## config.mk

```make
export PLATFORM = sky130hd
export DESIGN_NAME = riscv_crypto_sha256_msched
export DESIGN_NICKNAME = d
export VERILOG_FILES = /design/src/rtl/riscv_crypto_sha256_msched.sv
export SDC_FILE = /design/constraint.sdc
export NUM_CORES = 1
export LEC_CHECK = 0
export CAP_MARGIN = 15
export CORE_ASPECT_RATIO = 0.6
export CORE_MARGIN = 4
export CORE_UTILIZATION = 65
export DETAILED_ROUTE_END_ITERATION = 8
export GPL_ROUTABILITY_DRIVEN = 1
export HOLD_SLACK_MARGIN = 0.02
export PLACE_DENSITY = 0.9
export SLEW_MARGIN = 20
export SYNTH_ARGS = -nofsm -noshare
export SYNTH_HDL_FRONTEND = slang
export SYNTH_SLANG_ARGS = --single-unit
```

## constraint.sdc

```tcl
create_clock -name g_clk -period 11.1 [get_ports g_clk]
set_input_delay 2.22 -clock g_clk [delete_from_list [all_inputs] [get_ports g_clk]]
set_output_delay 2.22 -clock g_clk [all_outputs]
set_load 0.03 [all_outputs]
```

## src/rtl/riscv_crypto_sha256_msched.sv

```systemverilog
// ---------------------------------------------------------------------------
// riscv_crypto_sha256_msched
//
// SHA-256 message-schedule expander. It takes one 512-bit block as 16
// streamed 32-bit words W0..W15, then emits the full 64-word schedule
// W0..W63. W16..W63 are generated on the fly from a sliding 16-word window
// using the SHA-256 small-sigma functions.
//
// Ports
//   g_clk      in   1  clock, rising edge
//   g_resetn   in   1  asynchronous active-low reset
//   flush      in   1  synchronous abort back to LOAD (wins over handshakes)
//   in_valid   in   1  in_word is valid
//   in_ready   out  1  high in LOAD
//   in_word    in  32  message word, W0 first
//   out_valid  out  1  high in EMIT
//   out_ready  in   1  consumer accepts out_word
//   out_word   out 32  schedule word W[out_idx]
//   out_idx    out  6  schedule index 0..63
//   out_last   out  1  high with out_valid at index 63
//   busy       out  1  high unless idle in LOAD with no words loaded
// ---------------------------------------------------------------------------
module riscv_crypto_sha256_msched (
    input  logic        g_clk,
    input  logic        g_resetn,
    input  logic        flush,
    input  logic        in_valid,
    output logic        in_ready,
    input  logic [31:0] in_word,
    output logic        out_valid,
    input  logic        out_ready,
    output logic [31:0] out_word,
    output logic [5:0]  out_idx,
    output logic        out_last,
    output logic        busy
);

    typedef enum logic [0:0] {
        ST_LOAD = 1'b0,
        ST_EMIT = 1'b1
    } state_t;

    // SHA-256 small sigma 0: ROR7 ^ ROR18 ^ SHR3
    function automatic logic [31:0] sig0(input logic [31:0] x);
        sig0 = {x[6:0], x[31:7]} ^ {x[17:0], x[31:18]} ^ {3'b000, x[31:3]};
    endfunction

    // SHA-256 small sigma 1: ROR17 ^ ROR19 ^ SHR10
    function automatic logic [31:0] sig1(input logic [31:0] x);
        sig1 = {x[16:0], x[31:17]} ^ {x[18:0], x[31:19]} ^ {10'b0000000000, x[31:10]};
    endfunction

    state_t      r_state;
    logic [3:0]  r_lc;
    logic [5:0]  r_ec;
    logic [31:0] r_win [16];

    state_t      w_state_nxt;
    logic [3:0]  w_lc_nxt;
    logic [5:0]  w_ec_nxt;
    logic        w_emit;
    logic        w_in_hs;
    logic        w_out_hs;
    logic [31:0] w_new;

    assign w_emit   = (r_state == ST_EMIT);
    // flush suppresses both handshakes so the window is never touched by
    // a transfer that is being aborted.
    assign w_in_hs  = in_valid  && !w_emit && !flush;
    assign w_out_hs = out_ready &&  w_emit && !flush;

    // Window holds W[ec..ec+15], so this is W[ec+16].
    assign w_new = sig1(r_win[14]) + r_win[9] + sig0(r_win[1]) + r_win[0];

    // Outputs are decoded from registered state only; gating with EMIT
    // keeps out_word/out_idx at zero whenever nothing is offered.
    assign in_ready  = !w_emit;
    assign out_valid = w_emit;
    assign out_word  = w_emit ? r_win[0] : 32'h0000_0000;
    assign out_idx   = w_emit ? r_ec : 6'd0;
    assign out_last  = w_emit && (r_ec == 6'd63);
    assign busy      = !((r_state == ST_LOAD) && (r_lc == 4'd0));

    // Next-state decode for state, load count and emit count.
    always_comb begin
        w_state_nxt = r_state;
        w_lc_nxt    = r_lc;
        w_ec_nxt    = r_ec;
        if (flush) begin
            w_state_nxt = ST_LOAD;
            w_lc_nxt    = 4'd0;
            w_ec_nxt    = 6'd0;
        end else begin
            case (r_state)
                ST_LOAD: begin
                    if (in_valid) begin
                        // 4-bit count wraps to 0 on the 16th word
                        w_lc_nxt = r_lc + 4'd1;
                        if (r_lc == 4'd15) begin
                            w_state_nxt = ST_EMIT;
                            w_ec_nxt    = 6'd0;
                        end else begin
                            w_state_nxt = ST_LOAD;
                        end
                    end else begin
                        w_state_nxt = ST_LOAD;
                    end
                end
                ST_EMIT: begin
                    if (out_ready) begin
                        w_ec_nxt = r_ec + 6'd1;
                        if (r_ec == 6'd63) begin
                            w_state_nxt = ST_LOAD;
                            w_lc_nxt    = 4'd0;
                            w_ec_nxt    = 6'd0;
                        end else begin
                            w_state_nxt = ST_EMIT;
                        end
                    end else begin
                        w_state_nxt = ST_EMIT;
                    end
                end
                default: begin
                    w_state_nxt = ST_LOAD;
                    w_lc_nxt    = 4'd0;
                    w_ec_nxt    = 6'd0;
                end
            endcase
        end
    end

    // Control state register.
    always_ff @(posedge g_clk or negedge g_resetn) begin
        if (!g_resetn) begin
            r_state <= ST_LOAD;
            r_lc    <= 4'd0;
            r_ec    <= 6'd0;
        end else begin
            r_state <= w_state_nxt;
            r_lc    <= w_lc_nxt;
            r_ec    <= w_ec_nxt;
        end
    end

    // Sliding window: shift left on either handshake, refill slot 15 with
    // the incoming word (LOAD) or the freshly expanded word (EMIT).
    always_ff @(posedge g_clk or negedge g_resetn) begin
        if (!g_resetn) begin
            for (int i = 0; i < 16; i++) begin
                r_win[i] <= 32'h0000_0000;
            end
        end else if (w_in_hs || w_out_hs) begin
            for (int i = 0; i < 15; i++) begin
                r_win[i] <= r_win[i+1];
            end
            r_win[15] <= w_in_hs ? in_word : w_new;
        end else begin
            for (int i = 0; i < 16; i++) begin
                r_win[i] <= r_win[i];
            end
        end
    end

endmodule
```

==> summary.txt <==
Yosys
  • XOR/XNOR share of the synthesized area: 0.0538
  • Mux contribution to synthesized area: 0.000826
  • Synth Area in Compound Gates: 0.0573
  • Post-synth EDFFs: 0
  • Synth cell types: 58
  • Synth top area cells: dfrtp_1 54%, nand2_1 20%, fa_1 5.1%
  • Synthesized area: 24200 um^2
  • Post-Synth Simple-Gate Area: 0.232
  • Warnings, synthesis: 0
  • Register area share after synthesis: 0.540
  • Ys flop type: dfrtp_1
  • Most area-hungry cell type in the Yosys netlist: dfrtp_1
  • Synthesis-stage register bit count: 523
  • Adder-cell share of the synthesized area: 0.0687
  • Post-synth net total: 2894
  • Synth async-reset ratio: 1.00
  • Avg Inst Size Synth: 8.78 um^2
  • Synth top area share: 0.540
  • Largest family of logic cells by synthesized area: simple AND/OR/NAND/NOR gates
  • Syn Inst Count: 2761

Timing
  • Final min period: 5.26 ns
  • Final setup fails: 0
  • Max Clk Rate: 190 MHz
  • Final hold vios: 0
  • Fin crit share: 0.474
  • Worst-margin pin slew: 1.12 ns
  • RSZ-0062 raised after global routing: no
  • Slew margin rel.: 0.254
  • Clock skew: 0.0279 ns
  • Sum Neg Setup Slack: 0 ns
  • Fin. max-slew vios: 0
  • Hold_ws: 0.458 ns

Finish
  • Area growth syn-to-layout: 10.5%
  • Reg area: 13100 um^2
  • Layout Cells excl Fill: 3271
  • Final #Nets: 2867
  • Share of cells above drive strength 1: 0.0365
  • Filler cell count: 2561
  • Area of the multi-input gates: 10000 um^2
  • Leading cell types in the layout, fill and taps excluded: 1322 x nand2_1, 523 x dfrtp_1, 127 x inv_1, 125 x o21ai_0, 93 x xnor2_1
  • Final design area excluding fillers: 26800 um^2
  • Most common cell after layout, fill and taps aside: nand2_1
  • Inserted Diodes: 0

GRT
  • Pin count of the biggest net entering global routing: 249
  • GRT overflow: 0
  • Vias in the first global route: 18100
  • First-pass GRT wire length: 97.5 mm
  • Initial antenna violation count: 0
  • GR Util All Layers: 0.307

Critical path
  • Critical path launch point type: flip-flop
  • Critical-path maximum fanout: 30
  • CP Capture Type: output pin
  • CP required: 8.88 ns
  • Arr. time, crit path: 3.04 ns
  • CP Class: reg2out

Pwr
  • Clock power frac: 0.192
  • Peak supply drop: 0.000261 V
  • Total power: 8810 uW
  • NetSw: 3820 uW
  • Internal power: 4990 uW
  • Seq pwr share: 0.325
  • Gate power share: 0.484
  • Cell Pwr Density: 329 nW/um^2
  • Sw Share: 0.433
  • Leak: 0.0140 uW

Floorplanning
  • Die Y: 158 um
  • Die width: 257 um
  • Core area: 36600 um^2
  • Rows: 54
  • Starting Density: 0.663
  • Die Area: 40600 um^2
  • Num ports: 79

Clocking
  • TritonCTS buffer count: 47
  • Clock latency on the worst-skew pair: 0.59 ns
  • CTS Sinks: 523
  • Post-CTS Repair Setup Buffers: 0
  • Reg clk slew, reported paths: 0.07 ns
  • CTS resizes: 0
  • CTS tree: built
  • H-tree Lvls: 2
  • # hold bufs at CTS: 0
  • CTS Buffer Depth: 3
  • Root Driver: clkbuf_16

Place
  • Port Buffers: 78
  • Placed instance area: 25100 um^2
  • Placer Congestion: 0.966
  • Dpl cells: 3186
  • Hpwl dp: 41.4 mm

Drt
  • WL/cell: 18.7 um
  • WL final: 61.3 mm
  • Vias: 18300
  • Pre-Repair DR Iteration Count: 5
  • Via density per instance: 5.60
  • Initial DRC Count: 2076
  • # DRC: 0
  • Antenna viol nets, final: 0

Min path
  • Worst Hold Class: reg2reg

Flow run
  • Max-cap violations: 0

Outcome
  • Status: finished clean
[area by class of cell]
| class | instances | area share |
|---|---|---|
| Sequential cell | 523 | 0.488 |
| Inverter | 128 | 0.0179 |
| Multi-Input combinational cell | 1938 | 0.374 |
| Clock inverter | 16 | 0.00887 |
| Tap cell | 504 | 0.0235 |
| Clock buffer | 66 | 0.0503 |
| Timing Repair Buffer | 96 | 0.0375 |
[per-stage QoR]
step | utilization | setup WS, ns
3_5_place_dp | 0.688 | 5.44
3_3_place_gp | 0.688 | 5.53
5_1_grt | 0.733 | 5.69
2_1_floorplan | - | 7.08
6_report | 0.733 | 5.84
4_1_cts | 0.731 | 5.88
[per-layer routing]
metal,vias to the layer above,wire length (um),part of all wire,global-route usage
met5,-,0,0,0
met4,0,1150,0.019,0.0712
met3,94,5900,0.096,0.0859
met2,749,27900,0.45,0.473
met1,9064,26400,0.43,0.445
li1,8395,-,-,-
[cell usage after synthesis (all sizes together), types with 2 or more instances]
cell type / count
or3: 4
o22ai: 3
or4: 2
nor2b: 3
xor2: 56
xnor2: 93
and2: 15
nand2: 1322
nor3: 6
inv: 127
a21o: 14
clkbuf: 159
o21ai: 131
nand2b: 4
dfrtp: 523
nor2: 67
a22oi: 15
o211ai: 2
nand3: 14
a21oi: 37
mux2i: 2
o21a: 2
fa: 62
a21boi: 6
nand4: 11
ha: 34
a211oi: 3
buf: 13
a31oi: 9
and2b: 2
[registers in the layout, summed over array words and instances, names as in the netlist]
signal	cells
out_valid	1
r_ec	6
r_lc	4
r_win	512
[worst paths after layout]
check | slack [ns] | cells after the start | end | startpoint
setup / recovery | 5.84 | 4 | out_word[25] | out_valid$_DFF_PN0_
hold / removal | 0.46 | 2 | r_win[366]$_DFFE_PN0P_ | r_win[334]$_DFFE_PN0P_
setup reg to reg | 6.20 | 16 | r_win[29]$_DFFE_PN0P_ | r_win[52]$_DFFE_PN0P_
hold reg to reg | 0.46 | 2 | r_win[366]$_DFFE_PN0P_ | r_win[334]$_DFFE_PN0P_
max in group asynchronous | 7.09 | 4 | r_win[65]$_DFFE_PN0P_ | g_resetn
min in group asynchronous | 1.66 | 1 | r_win[345]$_DFFE_PN0P_ | g_resetn
[power by group through the flow]
| stage | Clock [uW] | Combinational, uW | Sequential [uW] |
|---|---|---|---|
| after floorplan | 0 | 3130 | 2630 |
| after global placement | 0 | 4030 | 2840 |
| after detailed placement | 0 | 4120 | 2870 |
| after CTS | 1710 | 4180 | 2840 |
| after global routing | 1800 | 4730 | 2900 |
| final | 1690 | 4260 | 2860 |
[cell families (layout without fill, tap and decap cells)]
family | Yosys count | in the layout
fa+ha+maj | 96 | 96
buf+inv | 300 | 306
mux | 2 | 2
compound gates | 236 | 236
flops | 523 | 523
xor+xnor | 149 | 149
simple gates | 1455 | 1455
[worst max-delay path, cell delays in order, from the launching register on]
cell             delay (ns)
dfrtp_1                0.76
clkinv_1               0.39
buf_4                  0.37
nor2_1                 0.20
clkdlybuf4s50_1        0.71
Power figures use the tool's default switching activity.
==> RTL change, RTL diff (config.mk and constraints unchanged) <==
Make the reset (`g_resetn`) synchronous in 2 clocked blocks. Comments in the files are not updated.
--- a/src/rtl/riscv_crypto_sha256_msched.sv
+++ b/src/rtl/riscv_crypto_sha256_msched.sv
@@ -131,5 +131,5 @@
 
     // Control state register.
-    always_ff @(posedge g_clk or negedge g_resetn) begin
+    always_ff @(posedge g_clk) begin
         if (!g_resetn) begin
             r_state <= ST_LOAD;
@@ -145,5 +145,5 @@
     // Sliding window: shift left on either handshake, refill slot 15 with
     // the incoming word (LOAD) or the freshly expanded word (EMIT).
-    always_ff @(posedge g_clk or negedge g_resetn) begin
+    always_ff @(posedge g_clk) begin
         if (!g_resetn) begin
             for (int i = 0; i < 16; i++) begin
Check against the original RTL: differs if g_resetn is asserted again (counterexample within 4 cycles, from zero or initial values and one cycle with g_resetn low); with g_resetn held inactive, the same outputs for 10 cycles.
==> RTL change against the original RTL <==
  * Critical path depth grew 3
  * Final area rose by 0.43%
  * First-iteration DRC count decreased by 6.3%
  * Worst setup slack got worse by 0.38 ns
  * Maximum frequency shrank 6.8%
  * Wire length is 12% lower
  * Cell count decreased by 26%
  * Sequential cell count unchanged
  * Area after synthesis shrank 0.19%
Power is not compared: it rests on default switching activity, and its combinational part moved more than twofold at a synthesized area within 25%.
==> RTL change: results (changes against the original RTL) <==
[critical_path]
slowest_stage = o21ai_4
reg2reg_to = r_win[0][510]$_SDFFCE_PP0P_
cp_max_fo = 154  ; +410%
r2r_setup_slack_ns = 6.12  ; -0.08 ns
rr_startpoint = r_win[0][469]$_SDFFCE_PP0P_
worstRegToRegCells = 15  ; -1
critPathCapture = r_win[0][138]$_SDFFCE_PN0P_
startpoint = in_valid

[global_route]
grt_pass1_wl_um = 81900  ; -16%
grt_util_met1 = 0.389  ; -0.0554
antenna_found_initial = 1  ; +1

[place]
place_area_um2 = 25400  ; +1.2%
place_ws_ns = 4.94  ; -0.498 ns
hpwl_um = 36600  ; -11%

[logic_synthesis]
synthTopCellsByCount = edfxtp_1, and2_1, inv_1
synthArstFlopShare = 0  ; -1.00
synth_edf_count = 512  ; +512
syn-instance-count = 1815  ; -34%
synth.area.top_cells = edfxtp_1, and2_1, fa_1
synthesis.nets = 1948  ; -33%
synthDistinctLibCells = 51  ; -12%
ys_seq_area_frac = 0.644  ; +0.105
yosysMostFrequentCell = edfxtp_1

[layout]
multi_input_area_share = 0.290  ; -0.0839
drive_gt1_frac = 0.0446  ; +0.00809
fin_nets = 2004  ; -30%
regArea_um2 = 15600  ; +19%
n_all_buffers = 89  ; -7.3%
area_delta_synth_final_pct = 11.2
clkCellAreaFrac = 0.0531  ; -0.00602
fillCellCount = 2280  ; -11%
inverters_excl_clock = 143  ; +12%

[drt]
top_layer_used = met5
dr_wl_met3_um = 6430  ; +8.9%
wl_met1_um = 22300  ; -15%
finalWirelength_um = 54200  ; -12%
wire_per_inst_um = 22.5  ; +20%

[timing]
fin_skew_ns = 0.0266  ; -0.00129 ns
timing.hold.ws_ns = 0.511  ; +0.0524 ns
slew_headroom = 0.370  ; +0.115
fin_crit_ns = 5.64  ; +0.384 ns

[worst_hold_path]
hold_path_end = r_win[0][378]$_SDFFCE_PP0P_
hold_depth = 1  ; -1
holdCritStartpoint = r_win[0][410]$_SDFFCE_PP0P_

[clock_network]
cts_made_buffers = 45  ; -4.3%

[outcome]
outcome = finished clean

[RTL change: cell types whose count changed in the layout (fill, tap and decap cells not counted), moves of 16 or more]
| cell | unedited run | this run |
|---|---|---|
| o21ai_0 | 125 | 37 |
| inv_1 | 127 | 143 |
| dfrtp_1 | 523 | 0 |
| edfxtp_1 | 0 | 512 |
| xnor2_1 | 93 | 120 |
| and2_1 | 15 | 495 |
| xor2_1 | 56 | 25 |
| nand2_1 | 1322 | 59 |
[RTL change: report_power, final]
group | switching (mW) | internal [mW]
Clock | 0.702 | 0.851
Sequential | 0.0888 | 2.34
Combinational | 1.12 | 0.633
Total | 1.91 | 3.82
[RTL change: cell families (layout without fill, tap and decap cells)]
group           count (synthesis)  count (layout)  synth area share
other cells                     0               1                 0
simple gates                  680             680             0.162
xor+xnor                      145             145            0.0525
buf+inv                       223             314            0.0349
mux                             1               1          0.000414
fa+ha+maj                      96              96            0.0689
compound gates                147             147            0.0372
flops                         523             523             0.644
